===== src/rtl/ifu_fetch_if.sv =====
// ---------------------------------------------------------------------------
// ifu_fetch_if
// Instruction-memory bus between the fetch unit (master) and instruction
// memory (slave).
//
// Signals:
//   imem_req    master->slave  one-cycle fetch request
//   imem_addr   master->slave  fetch address, meaningful while imem_req=1
//   imem_rvalid slave->master  fetch data valid
//   imem_rdata  slave->master  fetched instruction word
//
// Handshake: imem_req is a one-cycle pulse with no ready/stall. Each request
// is answered by exactly one imem_rvalid pulse carrying imem_rdata, no
// earlier than the cycle after the request. The master accepts a response
// only while it is waiting for one; any other imem_rvalid is dropped.
// ---------------------------------------------------------------------------
interface ifu_fetch_if;
  logic        imem_req;
  logic [31:0] imem_addr;
  logic        imem_rvalid;
  logic [31:0] imem_rdata;

  modport master (
    output imem_req,
    output imem_addr,
    input  imem_rvalid,
    input  imem_rdata
  );

  modport slave (
    input  imem_req,
    input  imem_addr,
    output imem_rvalid,
    output imem_rdata
  );
endinterface


===== src/rtl/ifu_fetch.sv =====
// ---------------------------------------------------------------------------
// ifu_fetch
// Instruction fetch unit for the 32-bit RISC-V core. Holds the PC, fetches
// one word at a time from instruction memory, presents it to decode/execute
// and computes the next PC from the decoder and execute-stage results.
//
// Ports:
//   clk, rstn          clock (rising edge), asynchronous active-low reset
//   imem               instruction-memory bus (master side)
//   instruct           registered instruction word to the decoder
//   instr_valid        instruct/pc_o valid
//   instr_ready        decode/execute retires the current instruction
//   pc_o               PC of instruct
//   jump_o             jal/jalr from the decoder
//   mrs1andpc_ctr2     1 = jalr (register target)
//   branch_o           00 none, 01 beq, 10 bne, 11 compare branch
//   imm                sign-extended immediate offset
//   jalr_target        rs1+imm from the ALU
//   alu_zero           ALU result is zero
//   cmp_true           ALU compare condition met
//   misalign_err       sticky: a computed target had bits[1:0] != 0
//   bus_err            sticky: fetch response timed out
//   instret            retired instruction count (wraps)
//   fsm_state          current FSM state (debug)
//
// Issue handshake: instruct/pc_o are held stable while instr_valid=1 and
// instr_ready=0; the instruction retires on the rising edge where both are 1.
// ---------------------------------------------------------------------------
module ifu_fetch #(
  parameter logic [31:0] RESET_PC = 32'h0000_0000,
  parameter int unsigned TIMEOUT  = 16
) (
  input  logic               clk,
  input  logic               rstn,
  ifu_fetch_if.master        imem,
  output logic [31:0]        instruct,
  output logic               instr_valid,
  input  logic               instr_ready,
  output logic [31:0]        pc_o,
  input  logic               jump_o,
  input  logic               mrs1andpc_ctr2,
  input  logic [1:0]         branch_o,
  input  logic [31:0]        imm,
  input  logic [31:0]        jalr_target,
  input  logic               alu_zero,
  input  logic               cmp_true,
  output logic               misalign_err,
  output logic               bus_err,
  output logic [31:0]        instret,
  output logic [2:0]         fsm_state
);

  localparam logic [2:0] S_IDLE  = 3'd0;
  localparam logic [2:0] S_REQ   = 3'd1;
  localparam logic [2:0] S_WAIT  = 3'd2;
  localparam logic [2:0] S_ISSUE = 3'd3;
  localparam logic [2:0] S_ERR   = 3'd4;

  localparam int unsigned    CNT_W    = $clog2(TIMEOUT + 1);
  localparam logic [CNT_W-1:0] CNT_LAST = CNT_W'(TIMEOUT);

  localparam logic [31:0] NOP = 32'h0000_0013;

  logic [2:0]       state_q;
  logic [31:0]      pc_q;
  logic [CNT_W-1:0] wait_cnt_q;
  logic [CNT_W-1:0] wait_cnt_inc;

  logic [31:0] next_pc;
  logic [31:0] pc_plus4;
  logic [31:0] pc_plus_imm;
  logic        branch_taken;

  // Next-PC selection; only consumed in the ISSUE cycle that retires.
  always_comb begin
    pc_plus4     = pc_q + 32'd4;
    pc_plus_imm  = pc_q + imm;
    branch_taken = ((branch_o == 2'b01) &&  alu_zero) ||
                   ((branch_o == 2'b10) && !alu_zero) ||
                   ((branch_o == 2'b11) &&  cmp_true);
    if (jump_o && mrs1andpc_ctr2) begin
      // jalr clears only bit 0; a set bit 1 is left for the misalign check.
      next_pc = jalr_target & ~32'h1;
    end else if (jump_o || branch_taken) begin
      next_pc = pc_plus_imm;
    end else begin
      next_pc = pc_plus4;
    end
  end

  assign wait_cnt_inc = wait_cnt_q + CNT_W'(1);

  always_ff @(posedge clk or negedge rstn) begin
    if (!rstn) begin
      state_q      <= S_IDLE;
      pc_q         <= RESET_PC;
      instruct     <= NOP;
      instr_valid  <= 1'b0;
      misalign_err <= 1'b0;
      bus_err      <= 1'b0;
      instret      <= 32'd0;
      wait_cnt_q   <= '0;
    end else begin
      case (state_q)
        S_IDLE: begin
          state_q <= S_REQ;
        end
        S_REQ: begin
          wait_cnt_q <= '0;
          state_q    <= S_WAIT;
        end
        S_WAIT: begin
          if (imem.imem_rvalid) begin
            instruct    <= imem.imem_rdata;
            instr_valid <= 1'b1;
            wait_cnt_q  <= '0;
            state_q     <= S_ISSUE;
          end else begin
            wait_cnt_q <= wait_cnt_inc;
            if (wait_cnt_inc == CNT_LAST) begin
              bus_err <= 1'b1;
              state_q <= S_ERR;
            end
          end
        end
        S_ISSUE: begin
          if (instr_ready) begin
            pc_q        <= next_pc;
            instr_valid <= 1'b0;
            instret     <= instret + 32'd1;
            if (next_pc[1:0] != 2'b00) begin
              misalign_err <= 1'b1;
              state_q      <= S_ERR;
            end else begin
              state_q <= S_REQ;
            end
          end
        end
        S_ERR: begin
          // Terminal until reset.
          state_q <= S_ERR;
        end
        default: begin
          state_q <= S_IDLE;
        end
      endcase
    end
  end

  assign imem.imem_req  = (state_q == S_REQ);
  assign imem.imem_addr = pc_q;
  assign pc_o           = pc_q;
  assign fsm_state      = state_q;

endmodule


===== src/flat_wrapper.sv =====
// flat-port wrapper written by rule: the top's interface ports become plain ports
module ifu_fetch_flat 
#(
  parameter logic [31:0] RESET_PC = 32'h0000_0000,
  parameter int unsigned TIMEOUT  = 16
)
  (clk, rstn, instruct, instr_valid, instr_ready, pc_o, jump_o, mrs1andpc_ctr2, branch_o, imm, jalr_target, alu_zero, cmp_true, misalign_err, bus_err, instret, fsm_state, imem_imem_req, imem_imem_addr, imem_imem_rvalid, imem_imem_rdata);
  ifu_fetch_if imem_i ();
  input  logic clk;
  input  logic rstn;
  output logic [31:0] instruct;
  output logic instr_valid;
  input  logic instr_ready;
  output logic [31:0] pc_o;
  input  logic jump_o;
  input  logic mrs1andpc_ctr2;
  input  logic [1:0] branch_o;
  input  logic [31:0] imm;
  input  logic [31:0] jalr_target;
  input  logic alu_zero;
  input  logic cmp_true;
  output logic misalign_err;
  output logic bus_err;
  output logic [31:0] instret;
  output logic [2:0] fsm_state;
  output wire logic [$bits(imem_i.imem_req)-1:0] imem_imem_req;
  output wire logic [$bits(imem_i.imem_addr)-1:0] imem_imem_addr;
  input wire logic [$bits(imem_i.imem_rvalid)-1:0] imem_imem_rvalid;
  input wire logic [$bits(imem_i.imem_rdata)-1:0] imem_imem_rdata;
  assign imem_imem_req = imem_i.imem_req;
  assign imem_imem_addr = imem_i.imem_addr;
  assign imem_i.imem_rvalid = imem_imem_rvalid;
  assign imem_i.imem_rdata = imem_imem_rdata;
  ifu_fetch #(.RESET_PC(RESET_PC), .TIMEOUT(TIMEOUT)) u_core (.clk(clk), .rstn(rstn), .imem(imem_i), .instruct(instruct), .instr_valid(instr_valid), .instr_ready(instr_ready), .pc_o(pc_o), .jump_o(jump_o), .mrs1andpc_ctr2(mrs1andpc_ctr2), .branch_o(branch_o), .imm(imm), .jalr_target(jalr_target), .alu_zero(alu_zero), .cmp_true(cmp_true), .misalign_err(misalign_err), .bus_err(bus_err), .instret(instret), .fsm_state(fsm_state));
endmodule

===== config.mk =====
export PLATFORM = sky130hd
export DESIGN_NAME = ifu_fetch_flat
export DESIGN_NICKNAME = d
export VERILOG_FILES = /design/src/rtl/ifu_fetch_if.sv /design/src/rtl/ifu_fetch.sv /design/src/flat_wrapper.sv
export SDC_FILE = /design/constraint.sdc
export NUM_CORES = 1
export LEC_CHECK = 0
export ABC_CLOCK_PERIOD_IN_PS = 4200
export BUFFER_PORTS_ARGS = -buffer_cell sky130_fd_sc_hd__buf_4
export CORE_MARGIN = 4
export CORE_UTILIZATION = 35
export DETAILED_ROUTE_END_ITERATION = 16
export PLACE_DENSITY = 0.59
export SLEW_MARGIN = 20
export SYNTH_ARGS = -nofsm -noshare
export SYNTH_HDL_FRONTEND = slang
export SYNTH_SLANG_ARGS = --single-unit

===== constraint.sdc =====
create_clock -name clk -period 4.2 [get_ports clk]
set_input_delay 0.42 -clock clk [delete_from_list [all_inputs] [get_ports clk]]
set_output_delay 0.42 -clock clk [all_outputs]
set_load 0.05 [all_outputs]

## Word level (Yosys, flattened, before mapping)

Cells that the tools add are included.

- Add/subtract/negate cells: 4
- Eq/ne operators: 11
- Mux-type cells: 12
- Bitwise gates (word level): 1
- Reductions and logical operators: 18

Operator list:

| kind | number |
|---|---|
| $mux W32 | 2 |
| $add A32 B1 Y32 const B | 1 |
| $add A32 B3 Y32 const B | 1 |
| $add A32 B32 Y32 | 1 |
| $pmux W3 S5 | 1 |
| $mux W3 | 4 |
| $pmux W5 S2 | 1 |
| $reduce_and A3 Y1 | 3 |
| $eq A3 B2 Y1 const B | 2 |
| $reduce_and A2 Y1 | 3 |
| $reduce_bool A2 Y1 | 3 |
| $add A5 B1 Y5 const B | 1 |
| $eq A5 B5 Y1 const B | 1 |
| $mux W5 | 1 |
| $eq A2 B2 Y1 const B | 2 |
| $logic_and A1 B1 Y1 | 4 |
| $ne A2 B2 Y1 const B | 2 |
| $eq A3 B1 Y1 const B | 1 |
| $eq A3 B3 Y1 const B | 1 |
| $logic_not A3 Y1 | 1 |
| $logic_or A1 B1 Y1 | 3 |
| $ne A3 B2 Y1 const B | 1 |
| $eq A2 B1 Y1 const B | 1 |
| $mux W1 | 2 |
| 3 further kinds | 3 |

- Register bits: 107
- Bits of input ports: 106
- Output and inout bits: 135

## Longest topological paths before layout

- Word-level depth: 11
- Depth in mapped cells: 11
- Gate-level depth less buffers: 11

## Least setup slack after synthesis

No wires, ideal clock.

- Path type: register -> register
- From: register u_core.pc_q[0] (netlist: u_core.imem.imem_addr[0])
- To: register u_core.pc_q[22] (netlist: u_core.imem.imem_addr[22])
- Setup time: 0.124 ns
- Arrival time: 2.975 ns
- Required time: 4.076 ns
- Path slack: 1.101 ns
- Stages on the path, launching flop included: 12
- Path buffers: 0
- Clock period less this slack: 3.099 ns
- Path through: dfrtp_1 ha_1 fa_1 a21oi_1 o21ai_0 a21oi_1 o21bai_1 a221o_1 a211o_1 a311oi_2 xor2_1 o21ai_1

- Longest elaborated chain between the ends: 3
- Elaborated cells between the ends (all ways): 4

RTL lines:

| element | line | source |
|---|---|---|
| start: declaration | ifu_fetch.sv:65 | `logic [31:0] pc_q;` |
| start signal: assignment | ifu_fetch.sv:128 | `pc_q <= next_pc;` |
| $add A32 B3 Y32 / $add A32 B32 Y32 (equally long branches) | ifu_fetch.sv:76, ifu_fetch.sv:77 |  |
| $mux W32 * | ifu_fetch.sv:84 | `end else if (jump_o \|\| branch_taken) begin` |
| $mux W32 * | ifu_fetch.sv:81 | `if (jump_o && mrs1andpc_ctr2) begin` |

Mark *: on every way between the ends. The rest lies on a longest branch, timed or not.
A chain may end at the register's enable or synchronous reset.

## Final worst setup path

- From: register u_core.pc_q[0] (netlist: u_core.imem.imem_addr[0])
- To: register u_core.pc_q[30] (netlist: u_core.imem.imem_addr[30])

Same word-level chain as after synthesis.

==> tab_implementation.tex <==
\begin{tabular}{lr}
\hline
Metric & Value \\
\hline
\multicolumn{2}{l}{\textbf{Outcome}} \\
Outcome & completed \\
\multicolumn{2}{l}{\textbf{Layout}} \\
Highest-count cells in the layout ignoring fill and taps & sky130\_fd\_sc\_hd\_\_buf\_4 (249), sky130\_fd\_sc\_hd\_\_dfrtp\_1 (104), sky130\_fd\_sc\_hd\_\_nand2\_1 (93) \\
Area delta synth->final & 29.6\% \\
Layout cells sized above 1 & 30.8\% \\
Filler-free cell count of the finished design & 1287 \\
Final standard cell area without fillers & 9390 um2 \\
Layout fillers & between 2000 and 2500 \\
Leading cell type in the layout, fill and taps excluded & sky130\_fd\_sc\_hd\_\_buf\_4 \\
Final Net Count & approximately 1200 \\
Number of diodes & 0 \\
Fraction of the core area covered by cells at the end of the flow & 46.3\% \\
\multicolumn{2}{l}{\textbf{Yosys}} \\
Gate count after technology mapping & 816 \\
Unique masters post-synth & 62 \\
Top cell type's share of synthesized area & a little over a third \\
Cell type with the largest total area after synthesis & sky130\_fd\_sc\_hd\_\_dfrtp\_1 \\
Post-synthesis register bit count & 107 \\
Average cell area after synthesis & between 8 and 9 um2 \\
Async set-reset flop share out of synthesis & 100\% \\
Area of the mapped netlist & about 7200 um2 \\
Total number of yosys warnings & 0 \\
Number of synthesized flops with an enable pin & 0 \\
Top area cells in the synthesized netlist & sky130\_fd\_sc\_hd\_\_dfrtp\_1 (36\%), sky130\_fd\_sc\_hd\_\_ha\_1 (5.9\%), sky130\_fd\_sc\_hd\_\_mux2\_2 (5.1\%) \\
Sequential cell area fraction in the yosys report & between 30\% and 40\% \\
Ys flop type & sky130\_fd\_sc\_hd\_\_dfrtp\_1 \\
Synthesized net count & around 960 \\
\multicolumn{2}{l}{\textbf{CTS}} \\
Clk buf depth & 2 \\
Clock Sinks & 107 \\
Root buffer selected by CTS & sky130\_fd\_sc\_hd\_\_clkbuf\_16 \\
Post-CTS resize count & 0 \\
Postcts setup bufs & 0 \\
Htree depth & 3 \\
Clock edge transition at the registers on the reported setup and hold paths & 80 ps \\
TritonCTS clock tree & yes \\
Insertion delay to the later sink of the worst-skew pair & 360 ps \\
CTS Hold Bufs & 0 \\
CTS Buf Count & 9 \\
\multicolumn{2}{l}{\textbf{Routing}} \\
Wire length on met3 & 1.19 mm \\
DR WL met2 & 10.4 mm \\
Via total after detailed routing & 6690 \\
DR top layer & met4 \\
DRT antenna net count & 0 \\
Vias per cell & 5.20 \\
Post-DR wirelength/cell & about 17 um \\
Final Routed Wirelength & 22.3 mm \\
DRC violation count after routing & 0 \\
Post-Route M1 WL & 10.4 mm \\
Starting DRC count in detailed routing & 401 \\
Pre-antenna DRT Iters & 5 \\
\multicolumn{2}{l}{\textbf{Critical path}} \\
Largest fanout on the critical path & 5 \\
Arrival time worst endpoint & around 3500 ps \\
Cell type with the highest occurrence count on the critical path & sky130\_fd\_sc\_hd\_\_a21oi\_1 \\
Ordered cell list for the critical path & ha\_1 > fa\_1 > a21oi\_1 > o21ai\_0 > a21oi\_1 > o21bai\_1 > a221o\_1 > a211o\_1 > a31oi\_1 > mux2i\_1 > a21oi\_1 \\
CP Launch Type & register \\
Required time at the worst-slack endpoint & 4430 ps \\
Delay of the slowest cell on the worst path & 420 ps \\
Endpoint kind of the worst setup timing path & register \\
Slowest CP cell & sky130\_fd\_sc\_hd\_\_dfrtp\_1 \\
Type of the worst setup path & reg2reg \\
\multicolumn{2}{l}{\textbf{Power}} \\
Cell internal pwr & 3.45 mW \\
Switching power & 4.04 mW \\
Sum of internal, switching and leakage power & 7.49 mW \\
Part of the total power dissipated in the clock network & 11.3\% \\
Relative contribution of sequential cells to total power & 24.7\% \\
Worst-case vdd ir drop & 0.000421 V \\
Leakage power summed over all cells & 4.35 nW \\
Pwr dens & approximately 800 nW/um2 \\
Combinational share of power & 64.0\% \\
Switching power as a share of total power & between 50\% and 60\% \\
\multicolumn{2}{l}{\textbf{STA}} \\
Setup tns final & 0 ps \\
Slew of the pin with the lowest slew margin & 908 ps \\
Fin crit period & 3250 ps \\
Pins Over Slew Limit & 0 \\
Portion of the clock cycle consumed by the worst path in the final layout & 77.4\% \\
Number of failing setup endpoints in the final timing report & 0 \\
Clock tree skew after final layout & 19.3 ps \\
Setup slack of the critical path after layout & 951 ps \\
Worst slack on hold paths & 129 ps \\
Number of hold-slack violations in the final timing report & 0 \\
Relative slew margins & 39.2\% \\
Achievable frequency & a little over 300 MHz \\
Setup repair after global routing missed its margin & false \\
\multicolumn{2}{l}{\textbf{Job}} \\
Max-capacitance violation count & 0 \\
\multicolumn{2}{l}{\textbf{Placement}} \\
Cell Area, Placed & 9100 um2 \\
Final RePlAce weighted congestion & 0.884 \\
Post-detail-place hpwl & 17.0 mm \\
Setup slack at placement & 927 ps \\
Buffers added on ports & between 200 and 250 \\
Placed cell count & 1272 \\
\multicolumn{2}{l}{\textbf{GRT}} \\
First-pass GRT wire length & 35.7 mm \\
Via count of the first global-routing pass & 6466 \\
Largest net degree at the start of global routing & 56 \\
Initial antenna violation count & 0 \\
Global-route usage over all layers & 18.7\% \\
Global route total overflow & 0 \\
\multicolumn{2}{l}{\textbf{Floorplan}} \\
Die outline area & between 20000 and 25000 um2 \\
Die width & 152 um \\
I/O pin count & 241 \\
Standard-cell rows & 52 \\
Placeable Area & 20300 um2 \\
Die height & approximately 150 um \\
Initial core utilization & a little over a third \\
\multicolumn{2}{l}{\textbf{Worst hold path}} \\
Worst min-delay path class & in2async \\
\hline
\end{tabular}
-- path summary, 6_finish.rpt --
check / from / endpoint / slack (ps) / cells past startpoint
worst max register to register: u_core.imem.imem_addr[0] / u_core.imem.imem_addr[30] / 950 / 11
min in group clk: imem_imem_rdata[2] / u_core.instruct[2] / 300 / 2
max in group asynchronous: rstn / u_core.instruct[0] / 3150 / 2
worst min register to register: u_core.instret[31] / u_core.instret[31] / 470 / 1
worst max-delay path: u_core.imem.imem_addr[0] / u_core.imem.imem_addr[30] / 950 / 11
worst min-delay path: rstn / u_core.instret[21] / 130 / 1
-- state kept, by name (all words and copies together), names as in the netlist --
name                   flops
u_core.instruct           32
u_core.instret            32
u_core.imem.imem_addr     32
u_core.fsm_state           3
u_core.wait_cnt_q          5
u_core.bus_err             1
u_core.instr_valid         1
u_core.misalign_err        1
-- final cells by class --
| class | instances | area, um2 | share of cell area, % |
|---|---|---|---|
| multi-input cells | 632 | 4160 | 44.3 |
| repair buffers | 249 | 1870 | 19.9 |
| clock buffers | 9 | 225 | 2.40 |
| clock inverters | 6 | 61.3 | 0.653 |
| well taps | 270 | 338 | 3.60 |
| inverters | 14 | 52.6 | 0.560 |
| flip-flops and latches | 107 | 2680 | 28.6 |
-- critical path, delay by kind of cell (launching register included) --
family / cells / cell delay [ps]
compound gates: 8 / 1780
fa+ha+maj: 2 / 690
flops: 1 / 420
mux: 1 / 240
-- cells by family after synthesis --
family | Yosys count | share of synthesized area [%]
flops | 107 | 37.0
xor+xnor | 74 | 8.95
mux | 37 | 5.68
simple gates | 254 | 17.0
compound gates | 232 | 19.6
buf+inv | 77 | 5.65
fa+ha+maj | 35 | 6.15
-- synth_stat cells, types with 3 or more instances --
cell type and number:
sky130_fd_sc_hd__mux2_2 33, sky130_fd_sc_hd__a21oi_1 67, sky130_fd_sc_hd__nand3_1 23, sky130_fd_sc_hd__nor3_1 11, sky130_fd_sc_hd__nor3b_1 6, sky130_fd_sc_hd__buf_1 3
sky130_fd_sc_hd__o221ai_1 3, sky130_fd_sc_hd__or3_1 3, sky130_fd_sc_hd__ha_1 34, sky130_fd_sc_hd__a22oi_1 4, sky130_fd_sc_hd__nand2_1 93, sky130_fd_sc_hd__o21a_1 5
sky130_fd_sc_hd__clkbuf_1 28, sky130_fd_sc_hd__nand4_1 18, sky130_fd_sc_hd__a211oi_1 9, sky130_fd_sc_hd__nor2_1 54, sky130_fd_sc_hd__xor2_1 32, sky130_fd_sc_hd__dfrtp_1 104
sky130_fd_sc_hd__o211ai_1 11, sky130_fd_sc_hd__mux2i_1 4, sky130_fd_sc_hd__a21o_1 15, sky130_fd_sc_hd__dfstp_2 3, sky130_fd_sc_hd__o22ai_1 4, sky130_fd_sc_hd__a221oi_1 3
sky130_fd_sc_hd__or2_2 3, sky130_fd_sc_hd__nand3b_1 3, sky130_fd_sc_hd__nand2b_1 4, sky130_fd_sc_hd__o21ai_0 72, sky130_fd_sc_hd__buf_4 32, sky130_fd_sc_hd__inv_1 14
sky130_fd_sc_hd__a31oi_1 7, sky130_fd_sc_hd__and2_1 5, sky130_fd_sc_hd__and4_1 3, sky130_fd_sc_hd__o21bai_1 10, sky130_fd_sc_hd__nor4_1 4, sky130_fd_sc_hd__o311ai_0 3
sky130_fd_sc_hd__xnor2_1 42, sky130_fd_sc_hd__nor2b_1 4, sky130_fd_sc_hd__and3_1 10
-- power by group through the flow --
stage	Sequential (mW)	Clock [mW]	Combinational [mW]
finish	1.85	0.846	4.79
floorplan	2.92	0	2.52
CTS	1.85	0.880	4.81
detailed placement	1.87	0	4.80
global placement	1.86	0	4.78
global route	1.93	0.918	5.13
-- per-layer routing --
layer,global-route usage (%),vias up
li1,-,3308
met1,26.5,3146
met2,29.6,204
met3,3.24,32
met4,5.31,0
met5,0,-
(Power assumes the default switching activity.)
